## src/rtl/ifetch_pkg.sv

```systemverilog
// rtl/ifetch_pkg.sv - shared state encoding and beat constants for the fetch sequencer
package ifetch_pkg;

    localparam int BEATS  = 4;
    localparam int BEAT_W = 2;

    typedef enum logic [1:0] {
        IDLE  = 2'd0,
        FETCH = 2'd1,
        LAST  = 2'd2,
        DONE  = 2'd3
    } state_e;

endpackage

```

## src/rtl/ifetch_seq_if.sv

```systemverilog
// rtl/ifetch_seq_if.sv - PC/fetch control, byte memory and instruction result bundle
interface ifetch_seq_if #(
    parameter int ADDR_W = 8,
    parameter int BYTE_W = 8
);
    localparam int INSTR_W = 4 * BYTE_W;

    logic [ADDR_W-1:0]  pc;
    logic               fetch_req;
    logic               redirect;
    logic [ADDR_W-1:0]  mem_addr;
    logic               mem_rd;
    logic [BYTE_W-1:0]  mem_rdata;
    logic [INSTR_W-1:0] instr;
    logic               instr_valid;
    logic               pc_advance;
    logic               busy;
    logic               align_fault;

    modport slave (
        input  pc, fetch_req, redirect, mem_rdata,
        output mem_addr, mem_rd, instr, instr_valid, pc_advance, busy, align_fault
    );

    modport master (
        output pc, fetch_req, redirect, mem_rdata,
        input  mem_addr, mem_rd, instr, instr_valid, pc_advance, busy, align_fault
    );

endinterface

```

## src/rtl/ifetch_seq_byte_assembler.sv

```systemverilog
// rtl/ifetch_seq_byte_assembler.sv - 4-deep byte shift register; first byte ends up most significant
module byte_assembler #(
    parameter int BYTE_W = 8,
    parameter int DEPTH  = 4
) (
    input  logic                    clk,
    input  logic                    rst,
    input  logic                    clr_i,
    input  logic                    cap_i,
    input  logic [BYTE_W-1:0]       byte_i,
    output logic [DEPTH*BYTE_W-1:0] data_o
);

    logic [DEPTH*BYTE_W-1:0] data_q;

    always_ff @(posedge clk or posedge rst) begin
        if (rst) begin
            data_q <= '0;
        end else if (clr_i) begin
            data_q <= '0;
        end else if (cap_i) begin
            data_q <= {data_q[(DEPTH-1)*BYTE_W-1:0], byte_i};
        end
    end

    assign data_o = data_q;

endmodule

```

## src/rtl/ifetch_seq.sv

```systemverilog
// rtl/ifetch_seq.sv - four-beat big-endian instruction fetch FSM; IFETCH_ALIGN_CHECK_EN rejects misaligned PCs
module ifetch_seq
    import ifetch_pkg::*;
#(
    parameter int ADDR_W = 8,
    parameter int BYTE_W = 8
) (
    input  logic        clk,
    input  logic        rst,
    ifetch_seq_if.slave bus
);

    localparam int INSTR_W = BEATS * BYTE_W;

    state_e             state_q, state_d;
    logic [ADDR_W-1:0]  base_q, base_d;
    logic [BEAT_W-1:0]  beat_q, beat_d;
    logic [INSTR_W-1:0] instr_q, instr_d;
    logic               rd_q;
    logic               start;
    logic               mem_rd;
    logic               asm_cap;
    logic               misaligned;
    logic [INSTR_W-1:0] asm_data;
    logic               unused_asm_msb;

`ifdef IFETCH_ALIGN_CHECK_EN
    logic align_fault_q;

    assign misaligned = (bus.pc[1:0] != 2'b00);

    always_ff @(posedge clk or posedge rst) begin
        if (rst) begin
            align_fault_q <= 1'b0;
        end else begin
            align_fault_q <= (state_q == IDLE) && bus.fetch_req && !bus.redirect && misaligned;
        end
    end

    assign bus.align_fault = align_fault_q;
`else
    assign misaligned      = 1'b0;
    assign bus.align_fault = 1'b0;
`endif

    always_ff @(posedge clk or posedge rst) begin
        if (rst) begin
            state_q <= IDLE;
            base_q  <= '0;
            beat_q  <= '0;
            instr_q <= '0;
            rd_q    <= 1'b0;
        end else begin
            state_q <= state_d;
            base_q  <= base_d;
            beat_q  <= beat_d;
            instr_q <= instr_d;
            rd_q    <= mem_rd;
        end
    end

    always_comb begin
        state_d = state_q;
        base_d  = base_q;
        beat_d  = beat_q;
        instr_d = instr_q;
        start   = 1'b0;
        case (state_q)
            IDLE: begin
                if (bus.fetch_req && !bus.redirect && !misaligned) begin
                    start   = 1'b1;
                    base_d  = bus.pc;
                    beat_d  = '0;
                    state_d = FETCH;
                end
            end
            FETCH: begin
                beat_d = beat_q + 1'b1;
                if (bus.redirect) begin
                    state_d = IDLE;
                end else if (beat_q == BEAT_W'(BEATS - 1)) begin
                    state_d = LAST;
                end
            end
            LAST: begin
                // Beat 3 is still on the memory bus, so it is merged in directly.
                if (bus.redirect) begin
                    state_d = IDLE;
                end else begin
                    instr_d = {asm_data[INSTR_W-BYTE_W-1:0], bus.mem_rdata};
                    state_d = DONE;
                end
            end
            DONE: begin
                state_d = IDLE;
            end
            default: begin
                state_d = IDLE;
            end
        endcase
    end

    // Reads still in flight after a flush land while IDLE and are dropped here.
    assign asm_cap = rd_q && ((state_q == FETCH) || (state_q == LAST));

    byte_assembler #(
        .BYTE_W (BYTE_W),
        .DEPTH  (BEATS)
    ) u_asm (
        .clk    (clk),
        .rst    (rst),
        .clr_i  (start),
        .cap_i  (asm_cap),
        .byte_i (bus.mem_rdata),
        .data_o (asm_data)
    );

    assign unused_asm_msb = ^asm_data[INSTR_W-1 -: BYTE_W];

    assign mem_rd          = (state_q == FETCH);
    assign bus.mem_rd      = mem_rd;
    assign bus.mem_addr    = mem_rd ? (base_q + ADDR_W'(beat_q)) : '0;
    assign bus.instr       = instr_q;
    assign bus.instr_valid = (state_q == DONE);
    assign bus.pc_advance  = (state_q == DONE);
    assign bus.busy        = (state_q != IDLE);

endmodule
```

## src/flat_wrapper.sv

```systemverilog
// flat-port wrapper written by rule: the top's interface ports become plain ports
module ifetch_seq_flat import ifetch_pkg::*;
#(
    parameter int ADDR_W = 8,
    parameter int BYTE_W = 8
)
  (clk, rst, bus_pc, bus_fetch_req, bus_redirect, bus_mem_rdata, bus_mem_addr, bus_mem_rd, bus_instr, bus_instr_valid, bus_pc_advance, bus_busy, bus_align_fault);
  ifetch_seq_if #(.ADDR_W(ADDR_W), .BYTE_W(BYTE_W)) bus_i ();
  input  logic clk;
  input  logic rst;
  input wire logic [$bits(bus_i.pc)-1:0] bus_pc;
  input wire logic [$bits(bus_i.fetch_req)-1:0] bus_fetch_req;
  input wire logic [$bits(bus_i.redirect)-1:0] bus_redirect;
  input wire logic [$bits(bus_i.mem_rdata)-1:0] bus_mem_rdata;
  output wire logic [$bits(bus_i.mem_addr)-1:0] bus_mem_addr;
  output wire logic [$bits(bus_i.mem_rd)-1:0] bus_mem_rd;
  output wire logic [$bits(bus_i.instr)-1:0] bus_instr;
  output wire logic [$bits(bus_i.instr_valid)-1:0] bus_instr_valid;
  output wire logic [$bits(bus_i.pc_advance)-1:0] bus_pc_advance;
  output wire logic [$bits(bus_i.busy)-1:0] bus_busy;
  output wire logic [$bits(bus_i.align_fault)-1:0] bus_align_fault;
  assign bus_i.pc = bus_pc;
  assign bus_i.fetch_req = bus_fetch_req;
  assign bus_i.redirect = bus_redirect;
  assign bus_i.mem_rdata = bus_mem_rdata;
  assign bus_mem_addr = bus_i.mem_addr;
  assign bus_mem_rd = bus_i.mem_rd;
  assign bus_instr = bus_i.instr;
  assign bus_instr_valid = bus_i.instr_valid;
  assign bus_pc_advance = bus_i.pc_advance;
  assign bus_busy = bus_i.busy;
  assign bus_align_fault = bus_i.align_fault;
  ifetch_seq #(.ADDR_W(ADDR_W), .BYTE_W(BYTE_W)) u_core (.clk(clk), .rst(rst), .bus(bus_i));
endmodule
```

## config.mk

```make
export PLATFORM = sky130hd
export DESIGN_NAME = ifetch_seq_flat
export DESIGN_NICKNAME = d
export VERILOG_FILES = /design/src/rtl/ifetch_pkg.sv /design/src/rtl/ifetch_seq_if.sv /design/src/rtl/ifetch_seq_byte_assembler.sv /design/src/rtl/ifetch_seq.sv /design/src/flat_wrapper.sv
export SDC_FILE = /design/constraint.sdc
export NUM_CORES = 1
export LEC_CHECK = 0
export CAP_MARGIN = 40
export CORE_AREA = 2 2 61 120
export CTS_CLUSTER_SIZE = 30
export DETAILED_ROUTE_END_ITERATION = 10
export DIE_AREA = 0 0 63 122
export PLACE_DENSITY_LB_ADDON = 0.05
export REMOVE_ABC_BUFFERS = 1
export SLEW_MARGIN = 30
export SYNTH_ARGS = -nofsm -noshare
export SYNTH_HDL_FRONTEND = slang
export SYNTH_SLANG_ARGS = --single-unit
```

## constraint.sdc

```tcl
create_clock -name clk -period 2.28 [get_ports clk]
set_input_delay 0.456 -clock clk [delete_from_list [all_inputs] [get_ports clk]]
set_output_delay 0.456 -clock clk [all_outputs]
set_load 0.01 [all_outputs]
```

==> qor.txt, run 1 <==
Post-Syn Area -> 2970 um^2
Final GP Congestion -> 0.705
# rows -> 43
post-layout util -> 0.608
RSZ-0062 raised after global routing -> true
r2r worst-path depth -> 5
HP Class -> reg2reg
fin area -> 4160 um^2
die height -> 122 um
die area -> 7690 um^2
HPWL Detailed -> 4200 um
final worst path period share -> 0.998
DRC -> 0
max frequency -> 440 MHz
Placement Cell Area -> 3750 um^2
antenna-violating nets left -> 0
most common cell after layout, fill and taps aside -> nand2_1
Layout Cells excl Fill -> 490
Final Hold Vio Count -> 0
CTS buffer count -> 9
pre-CTS setup slack -> -0.209 ns
Post-Synth Simple-Gate Area -> 0.226
fin worst setup slack -> 0.00561 ns
DRT iter0 DRCs -> 103
crit-path cells -> buf_6 > fa_2 > inv_2 > or3_4 > a21oi_2 > buf_2
Cells on Worst Hold Path -> 2
CP top delay family -> flip-flops
main combinational cell family by area after synthesis -> simple AND/OR/NAND/NOR gates
pin count of the biggest net entering global routing -> 34
Overflow after GRT -> 0
CTS Buffer Depth -> 2
synthesis-stage register bit count -> 69
hold_ws -> 0.463 ns
CP peak stage delay -> 0.43 ns
fill count -> 609
initial antenna violation count -> 0
post-synthesis cell type count -> 29
vias per cell -> 4.74
layout cell share with drive strength beyond 1 -> 0.158
Initial Utilization -> 0.434
Overall Power -> 6.11 mW
antenna cells -> 0
clk slew on worst S/H paths -> 0.05 ns
type of element capturing the critical path -> output port
min-delay src -> u_core.u_asm.data_o[19]$_DFFE_PP0P_
pwr dens -> 1470 nW/um^2
first-pass GRT wire length -> 10900 um
Period minus WS final -> 2.27 ns
vias -> 2324
H-tree lvl count -> 3
Worst Skew -> 0.00342 ns
Final Setup Violations -> 0
Area Growth Syn to Fin -> 40.0%
Die Wd -> 63 um
TNS Setup -> 0 ns
Final #Nets -> 424
vias in the first global route -> 2378
Syn Inst Count -> 322
sequential element share of the synthesized area -> 0.582
Worst path slowest cell -> dfrtp_1
R2R setup slack -> 0.53 ns
Max Fanout on Critical Path -> 3
status -> finished clean
FF-to-FF End -> u_core.beat_q[0]$_DFFE_PP0P_
adder-cell share of the synthesized area -> 0.0405
crit start category -> register
PortBufs -> 63
gr usage total -> 0.184
Compound-Gate Fraction of Synth Area -> 0.0704
dpl cells -> 469
post-synthesis mux area share -> 0.0337
MaxCap Viol Count -> 0
total wire length -> 6390 um
TritonCTS clock tree -> done
Pins Over Slew Limit -> 0
drt pass-1 iters -> 4
worst path arrival time -> 1.82 ns
critical path class -> reg2out
buffer and inverter count on the worst path -> 3
xor/xnor cell area share of the yosys netlist -> 0.00590
syn_area_per_cell -> 9.22 um^2
clk_lat worst skew -> 0.33 ns
LEAKAGE -> 2.00 nW
clock root cell -> clkbuf_16
FF-to-FF Start -> u_core.state_q[0]$_DFFE_PP0P_
Hold EP -> u_core.bus.instr[27]$_DFFE_PP0P_
Synth Warn # -> 0
peak supply drop -> 741 uV
core area -> 6830 um^2
Worst EP required -> 1.82 ns
CTS sink count -> 69
Wirelength per Cell -> 13.0 um
Top Ports -> 65
most frequent cells in the layout -> 147 x nand2_1, 69 x dfrtp_1, 55 x clkdlybuf4s50_1
[worst min-delay path, stage by stage (launching register included)]
cell,delay (ns)
dfrtp_1,0.34
nand2_1,0.05
nand2_1,0.05
[timing repair]
item,CTS,global route
gates resized for setup,34,9
pin swaps,3,3
hold endpoints to repair,0,0
setup buffers,4,1
setup endpoints to repair,8,8
hold buffers,0,0
[state kept, by name, indices dropped and copies added (netlist names)]
name and count:
u_core.bus.instr 32, u_core.u_asm.data_o 24, u_core.base_q 8, u_core.beat_q 2, u_core.state_q 2, u_core.rd_q 1
[worst max path at each step]
stage                                         to                          from  depth (start not counted)  slack (ns)
floorplan           u_core.base_q[0]$_DFFE_PP0P_                           rst                          1        0.08
CTS                              bus_mem_addr[5]  u_core.base_q[1]$_DFFE_PP0P_                          5       -0.01
finish                           bus_mem_addr[6]  u_core.base_q[1]$_DFFE_PP0P_                          6       0.006
global route                     bus_mem_addr[6]  u_core.beat_q[0]$_DFFE_PP0P_                          6       -0.05
detailed placement               bus_mem_addr[6]  u_core.beat_q[0]$_DFFE_PP0P_                          6       -0.21
global placement                 bus_mem_addr[6]  u_core.beat_q[0]$_DFFE_PP0P_                          6       -0.12
[cell families (layout without fill, tap and decap cells)]
| family | Yosys count | in the layout |
|---|---|---|
| simple gates | 166 | 166 |
| flops | 69 | 69 |
| compound gates | 40 | 40 |
| buf+inv | 26 | 104 |
| fa+ha+maj | 9 | 9 |
| mux | 9 | 9 |
| xor+xnor | 2 | 2 |
| other cells | 1 | 1 |
[Yosys cell counts]
cell type,n,area [um^2]
a21oi_1,32,160
or4_1,1,7.51
xnor2_1,1,8.76
inv_1,8,30.0
nor2b_1,1,6.26
o31ai_1,1,7.51
fa_1,1,20.0
conb_1,1,3.75
nand3_1,2,10.0
xor2_1,1,8.76
dfrtp_1,69,1730
nand2b_1,2,12.5
and3b_1,1,8.76
nand4_2,1,12.5
a22o_1,1,8.76
buf_2,2,10.0
buf_4,5,37.5
nor3b_1,1,7.51
and2_1,3,18.8
nor2_1,4,15.0
or3_1,1,6.26
clkbuf_1,11,41.3
mux2_2,8,90.1
ha_1,8,100
nand2_1,147,552
o21ai_0,5,25.0
or3_2,2,15.0
o21bai_1,1,7.51
mux2i_1,1,10.0
[layout make-up]
class	count	area, um^2	share of cell area
inverter	8	30.0	0.00723
tap	90	113	0.0271
clock inverter	2	37.5	0.00903
timing repair buffer	80	767	0.185
clock buffer	14	294	0.0708
multi-input combinational	227	1190	0.286
sequential	69	1730	0.416
[routing by layer]
layer	wire length [um]	GRT usage	up-vias
li1	-	-	1168
met1	2760	0.215	1091
met2	3210	0.308	53
met3	274	0.0517	12
met4	145	0.0917	0
met5	0	0	-
[where the power goes]
part           switching [mW]  leakage, nW  internal (mW)
sequential              0.378        0.902           1.77
combinational            1.22        0.934           1.27
clock                   0.480        0.161          0.995
total                    2.08         2.00           4.04
No activity file was read; power rests on OpenSTA's default activity.
==> run 2: changes to the inputs <==
Settings changed: SKIP_LAST_GASP from default to 1.
==> run 2 against run 1 <==
Net effect:
- utilization decreased by 0.16 points
- first-iteration DRC count increased by 4.9%
- total power decreased by 0.34%
- clock skew about the same
- combinational power about the same
- cell area decreased by 0.27%
- hold slack unchanged
- sequential share of layout area increased by 0.11 points
- largest cell class unchanged
- critical path type unchanged
- clock-buffer cell count unchanged
- clock power about the same
- highest routed layer unchanged
- sequential cell count unchanged
- critical endpoint unchanged
- register-to-register slack about the same
==> qor.txt, run 2 (synthesis results as in run 1) <==
CTS Hold Bufs -> 0 (unchanged)
initial antenna violation count -> 0 (unchanged)
most common cell after layout, fill and taps aside -> nand2_1 (unchanged)
antenna-violating nets left -> 0 (unchanged)
antenna cells -> 0 (unchanged)
dpl cells -> 469 (unchanged)
LEAKAGE -> 1.99 nW (was 2.00 nW)
vias in the first global route -> 2372 (was 2378)
Initial Utilization -> 0.434 (unchanged)
fill count -> 609 (unchanged)
Layout Cells excl Fill -> 490 (unchanged)
Area Growth Syn to Fin -> 39.6% (was 40.0%)
crit-path cells -> buf_4 > fa_2 > inv_2 > or3_4 > a21oi_2 > buf_2 (was buf_6 > fa_2 > inv_2 > or3_4 > a21oi_2 > buf_2)
Pins Over Slew Limit -> 0 (unchanged)
max reg flops -> 32 (unchanged)
DRT iter0 DRCs -> 108 (was 103)
buffer and inverter count on the worst path -> 3 (unchanged)
combinational fraction of design power -> 0.406 (was 0.407)
Sequential Power Share -> 0.352 (was 0.351)
Final Hold Vio Count -> 0 (unchanged)
Period minus WS final -> 2.28 ns (was 2.27 ns)
Overflow after GRT -> 0 (unchanged)
Wirelength per Cell -> 13.0 um (about the same)
# rows -> 43 (unchanged)
Final GP Congestion -> 0.705 (unchanged)
PortBufs -> 63 (unchanged)
max frequency -> 439 MHz (was 440 MHz)
HPWL Detailed -> 4200 um (unchanged)
layout cell share with drive strength beyond 1 -> 0.155 (was 0.158)
CTS Buffer Depth -> 2 (unchanged)
Die Wd -> 63 um (unchanged)
HP Class -> reg2reg (unchanged)
pwr dens -> 1470 nW/um^2 (about the same)
CTS buffer count -> 9 (unchanged)
Top Ports -> 65 (unchanged)
switch share -> 0.339 (was 0.340)
P_sw -> 2.06 mW (was 2.08 mW)
Max Fanout on Critical Path -> 3 (unchanged)
TritonCTS clock tree -> done (unchanged)
die height -> 122 um (unchanged)
CP peak stage delay -> 0.40 ns (was 0.43 ns)
vias -> 2330 (was 2324)
final worst path period share -> 1.00 (was 0.998)
RSZ-0062 raised after global routing -> true (unchanged)
peak supply drop -> 741 uV (about the same)
gr usage total -> 0.184 (about the same)
most frequent cells in the layout -> 147 x nand2_1, 69 x dfrtp_1, 55 x clkdlybuf4s50_1 (unchanged)
CP top delay family -> flip-flops (unchanged)
total wire length -> 6370 um (was 6390 um)
TNS Setup -> 0 ns (unchanged)
Multi-input gate area -> 1180 um^2 (was 1190 um^2)
clk_lat worst skew -> 0.33 ns (about the same)
Worst EP required -> 1.82 ns (about the same)
critical path class -> reg2out (unchanged)
pin count of the biggest net entering global routing -> 34 (unchanged)
H-tree lvl count -> 3 (unchanged)
first-pass GRT wire length -> 10900 um (unchanged)
die area -> 7690 um^2 (unchanged)
core area -> 6830 um^2 (unchanged)
MaxCap Viol Count -> 0 (unchanged)
clk slew on worst S/H paths -> 0.05 ns (about the same)
clock root cell -> clkbuf_16 (unchanged)
Worst path slowest cell -> dfrtp_1 (unchanged)
vias per cell -> 4.76 (was 4.74)
crit start category -> register (unchanged)
worst path arrival time -> 1.82 ns (about the same)
Final Setup Violations -> 0 (unchanged)
type of element capturing the critical path -> output port (unchanged)
CTS sink count -> 69 (unchanged)
drt pass-1 iters -> 4 (unchanged)
Clk pwr share -> 0.242 (was 0.241)
P_int -> 4.03 mW (was 4.04 mW)
register area -> 1730 um^2 (unchanged)
DRC -> 0 (unchanged)
status -> finished clean (unchanged)
Final #Nets -> 424 (unchanged)
Worst Skew -> 0.00378 ns (was 0.00342 ns)
[run 2: cell counts in the layout (fill, tap and decap cells not counted)]
No cell type changed its count.
[run 2: stage by stage]
step,setup WS (ns),utilization,hold slack (ns),total power [mW],area [um^2]
after floorplan,0.0841,-,0.439,3.32,2880
after global placement,-0.116,0.549,0.451,4.49,3750
after detailed placement,-0.209,0.549,0.447,4.57,3750
after CTS,-0.0430,0.604,0.462,6.14,4130
final,0.000554,0.606,0.463,6.09,4140
after global routing,-0.0591,0.606,0.483,6.54,4140
[run 2: worst min-delay path: stages, from the launching register on]
cell	delay [ns]
dfrtp_1	0.34
nand2_1	0.05
nand2_1	0.05
[run 2: final cells by class]
| class | count | share of cell area |
|---|---|---|
| Sequential cell | 69 | 0.417 |
| Multi-Input combinational cell | 227 | 0.285 |
| Timing Repair Buffer | 80 | 0.184 |
| Clock buffer | 14 | 0.0710 |
| Tap cell | 90 | 0.0272 |
| Clock inverter | 2 | 0.00906 |
| Inverter | 8 | 0.00725 |
[run 2: worst paths after layout]
| path | startpoint | depth (start not counted) | slack, ns | to |
|---|---|---|---|---|
| setup / recovery | u_core.base_q[1]$_DFFE_PP0P_ | 6 | 0.0006 | bus_mem_addr[6] |
| hold reg to reg | u_core.u_asm.data_o[19]$_DFFE_PP0P_ | 2 | 0.46 | u_core.bus.instr[27]$_DFFE_PP0P_ |
| hold / removal | u_core.u_asm.data_o[19]$_DFFE_PP0P_ | 2 | 0.46 | u_core.bus.instr[27]$_DFFE_PP0P_ |
| min in group asynchronous | rst | 2 | 0.47 | u_core.bus.instr[21]$_DFFE_PP0P_ |
| max in group asynchronous | rst | 3 | 1.30 | u_core.bus.instr[30]$_DFFE_PP0P_ |
| setup reg to reg | u_core.state_q[0]$_DFFE_PP0P_ | 5 | 0.52 | u_core.beat_q[0]$_DFFE_PP0P_ |
[run 2: metal layers]
layer,vias to the layer above,track usage,part of all wire
met5,-,0,0
met4,0,0.0917,0.022
met3,12,0.0517,0.044
met2,58,0.306,0.50
met1,1092,0.217,0.43
li1,1168,-,-
[run 2: power by group through the flow]
stage / combinational (mW) / clock, mW / sequential [mW]
global placement: 2.37 / 0 / 2.11
finish: 2.47 / 1.47 / 2.14
global route: 2.75 / 1.56 / 2.22
CTS: 2.49 / 1.51 / 2.14
floorplan: 1.13 / 0 / 2.20
detailed placement: 2.42 / 0 / 2.15
[run 2: repair_timing]
action,CTS,global route
gates resized for setup,32,9
setup buffers,4,1
endpoints found under the setup margin,8,8
hold endpoints to repair,0,0
pin swaps,3,4
==> run 3: changes to the inputs <==
Settings changed: CORE_AREA 2 2 61 120 to 2 2 58 114, DIE_AREA 0 0 63 122 to 0 0 60 116, HOLD_SLACK_MARGIN from default to 0.08.
Clock period 2.28 ns to 2.23 ns, I/O delays scaled along.
==> run 3 against run 2 <==
Net effect:
- the flow now finishes with violations (setup timing)
- utilization increased by 6.6 points
- sequential cell count unchanged
- die area shrank 9.4%
- setup slack worse by 0.060 ns
- clock power shrank 11%
- largest cell class unchanged
==> qor.txt, run 3 (synthesis results as in run 1) <==
status -> finished with violations (was finished clean)
failing checks -> setup timing
RSZ-0062 raised after global routing -> true (unchanged)
Overall Power -> 6.04 mW (was 6.09 mW)
critical path class -> reg2out (unchanged)
most common cell after layout, fill and taps aside -> nand2_1 (unchanged)
clk slew on worst S/H paths -> 0.05 ns (about the same)
final worst path period share -> 1.03
peak supply drop -> 871 uV (was 741 uV)
FF-to-FF End -> u_core.u_asm.data_o[18]$_DFFE_PP0P_ (was u_core.beat_q[0]$_DFFE_PP0P_)
core area -> 6060 um^2 (was 6830 um^2)
Die Wd -> 60 um (was 63 um)
DRC -> 0 (unchanged)
HP Class -> reg2reg (unchanged)
TritonCTS clock tree -> done (unchanged)
Worst Skew -> 0.00442 ns (was 0.00378 ns)
Pins Over Slew Limit -> 0 (unchanged)
Initial Utilization -> 0.490 (was 0.434)
Period minus WS final -> 2.29 ns
dpl cells -> 468 (was 469)
vias per cell -> 4.81 (was 4.76)
# rows -> 40 (was 43)
Final #Nets -> 426 (was 424)
PortBufs -> 63 (unchanged)
r2r worst-path depth -> 5 (unchanged)
switch share -> 0.347 (was 0.339)
Wirelength per Cell -> 13.0 um (about the same)
max frequency -> 437 MHz
CTS buffer count -> 9 (unchanged)
pin count of the biggest net entering global routing -> 70 (was 34)
P_sw -> 2.09 mW (was 2.06 mW)
LEAKAGE -> 1.96 nW (was 1.99 nW)
total wire length -> 6330 um (was 6370 um)
CTS sink count -> 69 (unchanged)
Final Hold Vio Count -> 0 (unchanged)
worst path arrival time -> 1.84 ns (was 1.82 ns)
Overflow after GRT -> 0 (unchanged)
gr usage total -> 0.204 (was 0.184)
vias -> 2333 (was 2330)
combinational fraction of design power -> 0.423 (was 0.406)
Layout Cells excl Fill -> 485 (was 490)
clock root cell -> clkbuf_16 (unchanged)
type of element capturing the critical path -> output port (unchanged)
crit start category -> register (unchanged)
HPWL Detailed -> 4100 um (was 4200 um)
Area Growth Syn to Fin -> 37.1% (was 39.6%)
die height -> 116 um (was 122 um)
Final Setup Violations -> 4 (was 0)
hold_ws -> 0.465 ns (was 0.463 ns)
Worst EP required -> 1.78 ns (was 1.82 ns)
die area -> 6960 um^2 (was 7690 um^2)
post-layout util -> 0.672 (was 0.606)
Max Fanout on Critical Path -> 4 (was 3)
first-pass GRT wire length -> 10500 um (was 10900 um)
MaxCap Viol Count -> 0 (unchanged)
vias in the first global route -> 2284 (was 2372)
Clk pwr share -> 0.217 (was 0.242)
fin worst setup slack -> -0.0590 ns (was 0.000554 ns)
fill count -> 510 (was 609)
most frequent cells in the layout -> 147 x nand2_1, 69 x dfrtp_1, 55 x clkdlybuf4s50_1 (unchanged)
max reg flops -> 32 (unchanged)
Sequential Power Share -> 0.360 (was 0.352)
Final GP Congestion -> 0.713 (was 0.705)
antenna-violating nets left -> 0 (unchanged)
layout cell share with drive strength beyond 1 -> 0.147 (was 0.155)
H-tree lvl count -> 3 (unchanged)
clk_lat worst skew -> 0.33 ns (about the same)
Cells on Worst Hold Path -> 2 (unchanged)
DRT iter0 DRCs -> 72 (was 108)
R2R setup slack -> 0.50 ns (was 0.52 ns)
antenna cells -> 0 (unchanged)
pre-CTS setup slack -> -0.200 ns (was -0.209 ns)
min-delay src -> u_core.u_asm.data_o[16]$_DFFE_PP0P_ (was u_core.u_asm.data_o[19]$_DFFE_PP0P_)
pwr dens -> 1480 nW/um^2 (was 1470 nW/um^2)
Hold EP -> u_core.bus.instr[24]$_DFFE_PP0P_ (was u_core.bus.instr[27]$_DFFE_PP0P_)
CTS Buffer Depth -> 2 (unchanged)
Top Ports -> 65 (unchanged)
initial antenna violation count -> 0 (unchanged)
CP startpoint -> u_core.beat_q[1]$_DFFE_PP0P_ (was u_core.base_q[1]$_DFFE_PP0P_)
P_int -> 3.94 mW (was 4.03 mW)
FF-to-FF Start -> u_core.state_q[0]$_DFFE_PP0P_ (unchanged)
drt pass-1 iters -> 4 (unchanged)
## run 3: cell types whose count changed in the layout (fill, tap and decap cells not counted), sizes merged
cell / change
bufinv: -1
dlymetal6s2s: -1
clkinv: +1
clkinvlp: -1
dlygate4sd2: +1
clkbuf: -1
buf: +3
## run 3: what timing repair did
| action | in CTS | in global routing |
|---|---|---|
| setup buffers | 2 | 0 |
| endpoints found under the setup margin | 8 | 6 |
| gates resized for setup | 37 | 3 |
| hold buffers | 0 | 0 |
| pin swaps | 6 | 7 |
| endpoints found under the hold margin | 0 | 0 |
## run 3: worst max-delay path: stages, from the launching register on
cell and delay, ns:
dfrtp_1 0.43, ha_4 0.29, a21oi_2 0.06, or3_2 0.42, a21oi_2 0.16, buf_2 0.15
## run 3: layout make-up
| cell class | instances | area, um^2 | area share |
|---|---|---|---|
| Clock inverter | 1 | 5.00 | 0.00123 |
| Sequential cell | 69 | 1730 | 0.424 |
| Timing Repair Buffer | 82 | 757 | 0.186 |
| Inverter | 8 | 30.0 | 0.00738 |
| Tap cell | 84 | 105 | 0.0258 |
| Clock buffer | 14 | 274 | 0.0673 |
| Multi-Input combinational cell | 227 | 1170 | 0.288 |
## run 3: worst max-delay path by stage
| stage | end | slack [ns] | depth (start not counted) |
|---|---|---|---|
| floorplan | u_core.base_q[0]$_DFFE_PP0P_ | 0.04 | 1 |
| global placement | bus_mem_addr[3] | -0.16 | 5 |
| detailed placement | bus_mem_addr[3] | -0.20 | 5 |
| CTS | bus_mem_addr[5] | -0.08 | 6 |
| global route | bus_mem_addr[4] | -0.14 | 7 |
| finish | bus_mem_addr[3] | -0.06 | 5 |
## run 3: routing by layer
metal  GRT usage  vias to the layer above  wire length [um]
li1            -                     1167                 -
met1       0.226                     1108              2550
met2       0.342                       49              3380
met3      0.0725                        9               270
met4      0.0859                        0               118
met5           0                        -                 0
## run 3: power groups by stage
stage	combinational [mW]	clock, mW	sequential (mW)
floorplan	1.15	0	2.25
global placement	2.49	0	2.15
detailed placement	2.53	0	2.18
CTS	2.55	1.35	2.16
global route	2.86	1.40	2.24
finish	2.55	1.31	2.17
## run 3: stage by stage
step	TNS, ns	cell area, um^2
floorplan	0	2880
global placement	-0.745	3760
detailed placement	-0.906	3760
CTS	-0.252	4050
global route	-0.565	4070
finish	-0.166	4070
==> patch 1, RTL diff (settings of run 1) <==
Take the reset off `instr_q` and load it in a clocked block of its own.
--- a/src/rtl/ifetch_seq.sv
+++ b/src/rtl/ifetch_seq.sv
@@ -48,15 +48,17 @@
             state_q <= IDLE;
             base_q  <= '0;
             beat_q  <= '0;
-            instr_q <= '0;
             rd_q    <= 1'b0;
         end else begin
             state_q <= state_d;
             base_q  <= base_d;
             beat_q  <= beat_d;
-            instr_q <= instr_d;
             rd_q    <= mem_rd;
         end
+    end
+
+    always_ff @(posedge clk) begin
+        instr_q <= instr_d;
     end
 
     always_comb begin
Formal check against the unedited RTL: differs if rst is asserted again (counterexample within 10 cycles, from zero or initial values and one cycle with rst high); with rst held inactive, the same outputs for 10 cycles.
==> patch 1 against run 1 <==
- worst setup slack better by 0.010 ns
- area after synthesis shrank 8.1%
- total power decreased by 18%
- wire length down 22%
- sequential cell count did not move
- final area down 6.3%
- clock skew increased by 0.0014 ns
- clock power decreased by 7%
- critical path type unchanged
- sequential share of layout area grew 6.9 points
==> patch 1: results (changes against run 1) <==
yosys:
  seq_area_frac_synth_pct: 69.2  # +11 points
  ys_types: 30  # +3.4%
  syn_inst: 217  # -33%
  yosys-top-cells-area: "edfxtp_1 (35%), dfrtp_1 (34%), nand2_1 (6.9%)"
  synth-edff-count: 32  # +32
  async_reset_ff_share_pct: 53.6  # -46 points
  ys_top_cells_by_count: "nand2_1 (50), dfrtp_1 (37), a21oi_1 (32), edfxtp_1 (32), mux2_2 (9)"
detailed_routing:
  via_per_inst: 4.63  # -2.3%
  totalWireLength_um: 5000  # -22%
  drt_iter0_markers: 70  # -32%
timing:
  skew_ns: 0.00485  # +0.00143 ns
power:
  ir_drop_mv: 0.763  # +3.0%
  switching_share_pct: 31.8  # -2.2 points
  p_leak_uw: 0.00158  # -21%
global_route:
  grt_pass1_wl_um: 8250  # -24%
  grt_max_degree: 38  # +12%
  grt_pass1_vias: 1796  # -24%
  grt.total_usage_pct: 14.3  # -4.1 points
status:
  status: "complete, no violations"
hold_path:
  min_from: "u_core.u_asm.data_o[20]$_DFFE_PP0P_"
cells_and_area:
  n_fill_cell: 598  # -1.8%
  drive_gt1_share_pct: 19.5  # +3.7 points
critical_path:
  max_stage_delay_ns: 0.38  # -0.05 ns
  path_max_fanout: 2  # -1
  cp_top_family: "adder cells"
placement:
  post-dp-hpwl_um: 3270  # -22%
  place_congestion: 0.786  # +12%
  place_inst: 372  # -21%
## patch 1: area by class of cell
cell class	instances	area share, %
well taps	90	2.89
multi-input cells	129	20.7
flip-flops and latches	69	48.5
inverters	8	0.771
clock buffers	11	6.24
clock inverters	5	1.54
repair buffers	81	19.4
## patch 1: kinds of logic (layout without fill, tap and decap cells)
logic type | count (synthesis) | in the layout | share of synthesized area [%]
AO/OA/AOI/OAI | 39 | 39 | 7.48
buffers and inverters | 19 | 105 | 3.07
flip-flops | 69 | 69 | 69.2
AND/OR/NAND/NOR | 68 | 68 | 11.0
other | 1 | 1 | 0.137
XOR/XNOR | 2 | 2 | 0.642
adder cells (fa/ha/maj) | 9 | 9 | 4.40
multiplexers | 10 | 10 | 4.08
## patch 1: power by group through the flow
stage	logic [µW]	clock network (µW)	registers, µW
2_1_floorplan	922	0	1930
3_3_place_gp	1630	0	1940
3_5_place_dp	1660	0	1950
4_1_cts	1690	1410	1920
5_1_grt	1930	1450	1980
6_report	1710	1370	1930
## patch 1: per-layer routing
metal	vias to the layer above	track usage (%)	wire length, µm
met5	-	0	0
met4	0	9.17	115
met3	8	4.16	256
met2	46	23.2	2550
met1	869	16.3	2070
li1	898	-	-
## patch 1: final timing paths
check                                                           to  slack (ns)  cells past startpoint
worst min register to register      u_core.bus.instr[28]$_DFFE_PP_        0.45                      0
min in group asynchronous             u_core.base_q[0]$_DFFE_PP0P_        0.53                      3
worst max-delay path                               bus_mem_addr[6]        0.02                      6
worst min-delay path                u_core.bus.instr[28]$_DFFE_PP_        0.45                      0
worst max register to register        u_core.beat_q[0]$_DFFE_PP0P_        0.51                      5
max in group asynchronous       u_core.u_asm.data_o[2]$_DFFE_PP0P_        1.39                      3
## patch 1: repair_timing
item / CTS / global route
setup buffers: 4 / 1
gates cloned: 0 / 0
hold buffers: 0 / 0
pin swaps: 3 / 1
setup endpoints to repair: 8 / 6
gates resized for setup: 32 / 6
## patch 1: per-stage QoR
stage / setup TNS [ns] / hold WS (ns) / instance area, µm² / util, % / setup slack [ns]
2_1_floorplan: -9.80 / 0.425 / 2670 / - / -0.300
3_3_place_gp: -0.388 / 0.432 / 3530 / 51.7 / -0.142
3_5_place_dp: -0.520 / 0.433 / 3530 / 51.7 / -0.189
4_1_cts: 0 / 0.445 / 3870 / 56.6 / 0.00615
5_1_grt: -0.166 / 0.463 / 3890 / 57.0 / -0.0730
6_report: 0 / 0.447 / 3890 / 57.0 / 0.0161
## patch 1: worst reg2reg max path: stages, from the launching register on
cell	delay, ns
dfrtp_1	0.40
inv_1	0.13
ha_1	0.23
and3b_1	0.49
a21oi_1	0.13
mux2_2	0.29
==> patch 2, RTL diff (config.mk and constraints of run 1) <==
Made on the original files. The package constant `BEAT_W` goes from 2 to 4.
--- a/src/rtl/ifetch_pkg.sv
+++ b/src/rtl/ifetch_pkg.sv
@@ -2,7 +2,7 @@
 package ifetch_pkg;
 
     localparam int BEATS  = 4;
-    localparam int BEAT_W = 2;
+    localparam int BEAT_W = 4;
 
     typedef enum logic [1:0] {
         IDLE  = 2'd0,
Behaviour: no difference found for any inputs over 10 cycles, from zero or initial values and one cycle with rst high; that may be too few to reach the edited logic, so the function may still have changed.
==> patch 2 against run 1 <==
- the flow now finishes with violations (setup timing)
- die area unchanged
- total power grew 5.0%
- area after synthesis is 5.8% higher
- sequential cell count grew 2
- final area rose by 4.7%
- worst setup slack lost 0.21 ns
- combinational power rose by 10%
- wire length fell by 1.7%
- critical path type unchanged
- critical endpoint unchanged
==> patch 2: results (changes against run 1) <==
yosys:
  ys_types: 39  # +34%
  synthAdderAreaFrac_pct: 4.22  # +0.18 points
  synth_compound_area_share_pct: 9.28  # +2.2 points
  synth_mux_area_share_pct: 14.7  # +11 points
  ys_top_cells_by_count: "dfrtp_1 (71), nand2_1 (52), mux2_1 (37)"
  yosys-top-cells-area: "dfrtp_1 (57%), mux2_1 (13%), nand2_1 (6.2%)"
global_route:
  grt.total_usage_pct: 18.1  # -0.32 points
  grt_pass1_wl_um: 10600  # -2.4%
  use_met2_pct: 28.2  # -2.6 points
  met1_usage_pct: 23.3  # +1.8 points
  grt_util_met3_pct: 3.79  # -1.4 points
cells_and_area:
  multi_input_area_mm2: 0.00133  # +12%
  fin_cells: 443  # -9.6%
  nClkBuffers: 11  # -3
  clock_cell_area_share_pct: 7.36  # -0.62 points
  finalNetCount: 380  # -10%
  buf_share_pct: 17.9  # -0.52 points
  seq_area_mm2: 0.00178  # +3.0%
  multi_input_cells: 178  # -22%
  drive_gt1_share_pct: 17.6  # +1.8 points
critical_path:
  r2r_setup_slack_ns: 0.55  # +0.02 ns
  cp_top_family: "adder cells"
  crit_arrival_ns: 2.03  # +0.21 ns
  r2r-start: "u_core.state_q[1]$_DFFE_PP0P_"
  startpoint: "u_core.base_q[0]$_DFFE_PP0P_"
placement:
  place_congestion: 0.819  # +16%
  post-dp-hpwl_um: 4090  # -2.7%
  pre_cts_ws_ns: -0.400  # -0.191 ns
  place_inst: 427  # -9.0%
detailed_routing:
  num_vias: 2216  # -4.6%
  drt_iter0_markers: 58  # -44%
status:
  failed_checks: "setup timing"
  status: "finished with violations"
timing:
  hold_ws_ns: 0.484  # +0.0214 ns
  finalSetupViolations: 5  # +5
  setup_ws_ns: -0.209  # -0.215 ns
  skew_ns: 0.00420  # +0.000782 ns
  fin_tns_setup_ns: -0.487  # -0.487 ns
power:
  clock_power_share_pct: 23.1  # -1.0 points
  p_leak_uw: 0.00201  # +0.61%
  ir_drop_mv: 0.942  # +27%
  switching_share_pct: 33.1  # -0.87 points
  power_frac_seq_pct: 34.2  # -0.9 points
hold_path:
  holdPathEnd: "u_core.bus.instr[29]$_DFFE_PP0P_"
  min_path_cells: 1  # -1
  min_from: "u_core.u_asm.data_o[21]$_DFFE_PP0P_"
clock_network:
  cts.sinks: 71  # +2.9%
-- patch 2: cell types whose count changed after synthesis, moves of 4 or more --
cell and delta:
clkbuf_1 -5, mux2_1 +37, nand2_1 -95, mux2_2 -5, buf_2 +4, a21oi_1 -4
-- patch 2: worst register-to-register path: cells and delay by family (launching register included) --
| kind | cells | cell delay (ns) |
|---|---|---|
| flops | 1 | 0.40 |
| simple gates | 1 | 0.29 |
| buf+inv | 3 | 0.58 |
| compound gates | 1 | 0.09 |
| fa+ha+maj | 1 | 0.27 |
-- patch 2: routing by layer --
metal	share of wire [%]	wire length [µm]
met5	0	0
met4	2.6	166
met3	4.3	267
met2	49	3070
met1	44	2780
-- patch 2: what timing repair did --
item                       in CTS  in global routing
buffers inserted                2                  0
setup endpoints to repair       8                  9
pin swaps                       8                  4
gates resized for setup        35                  5
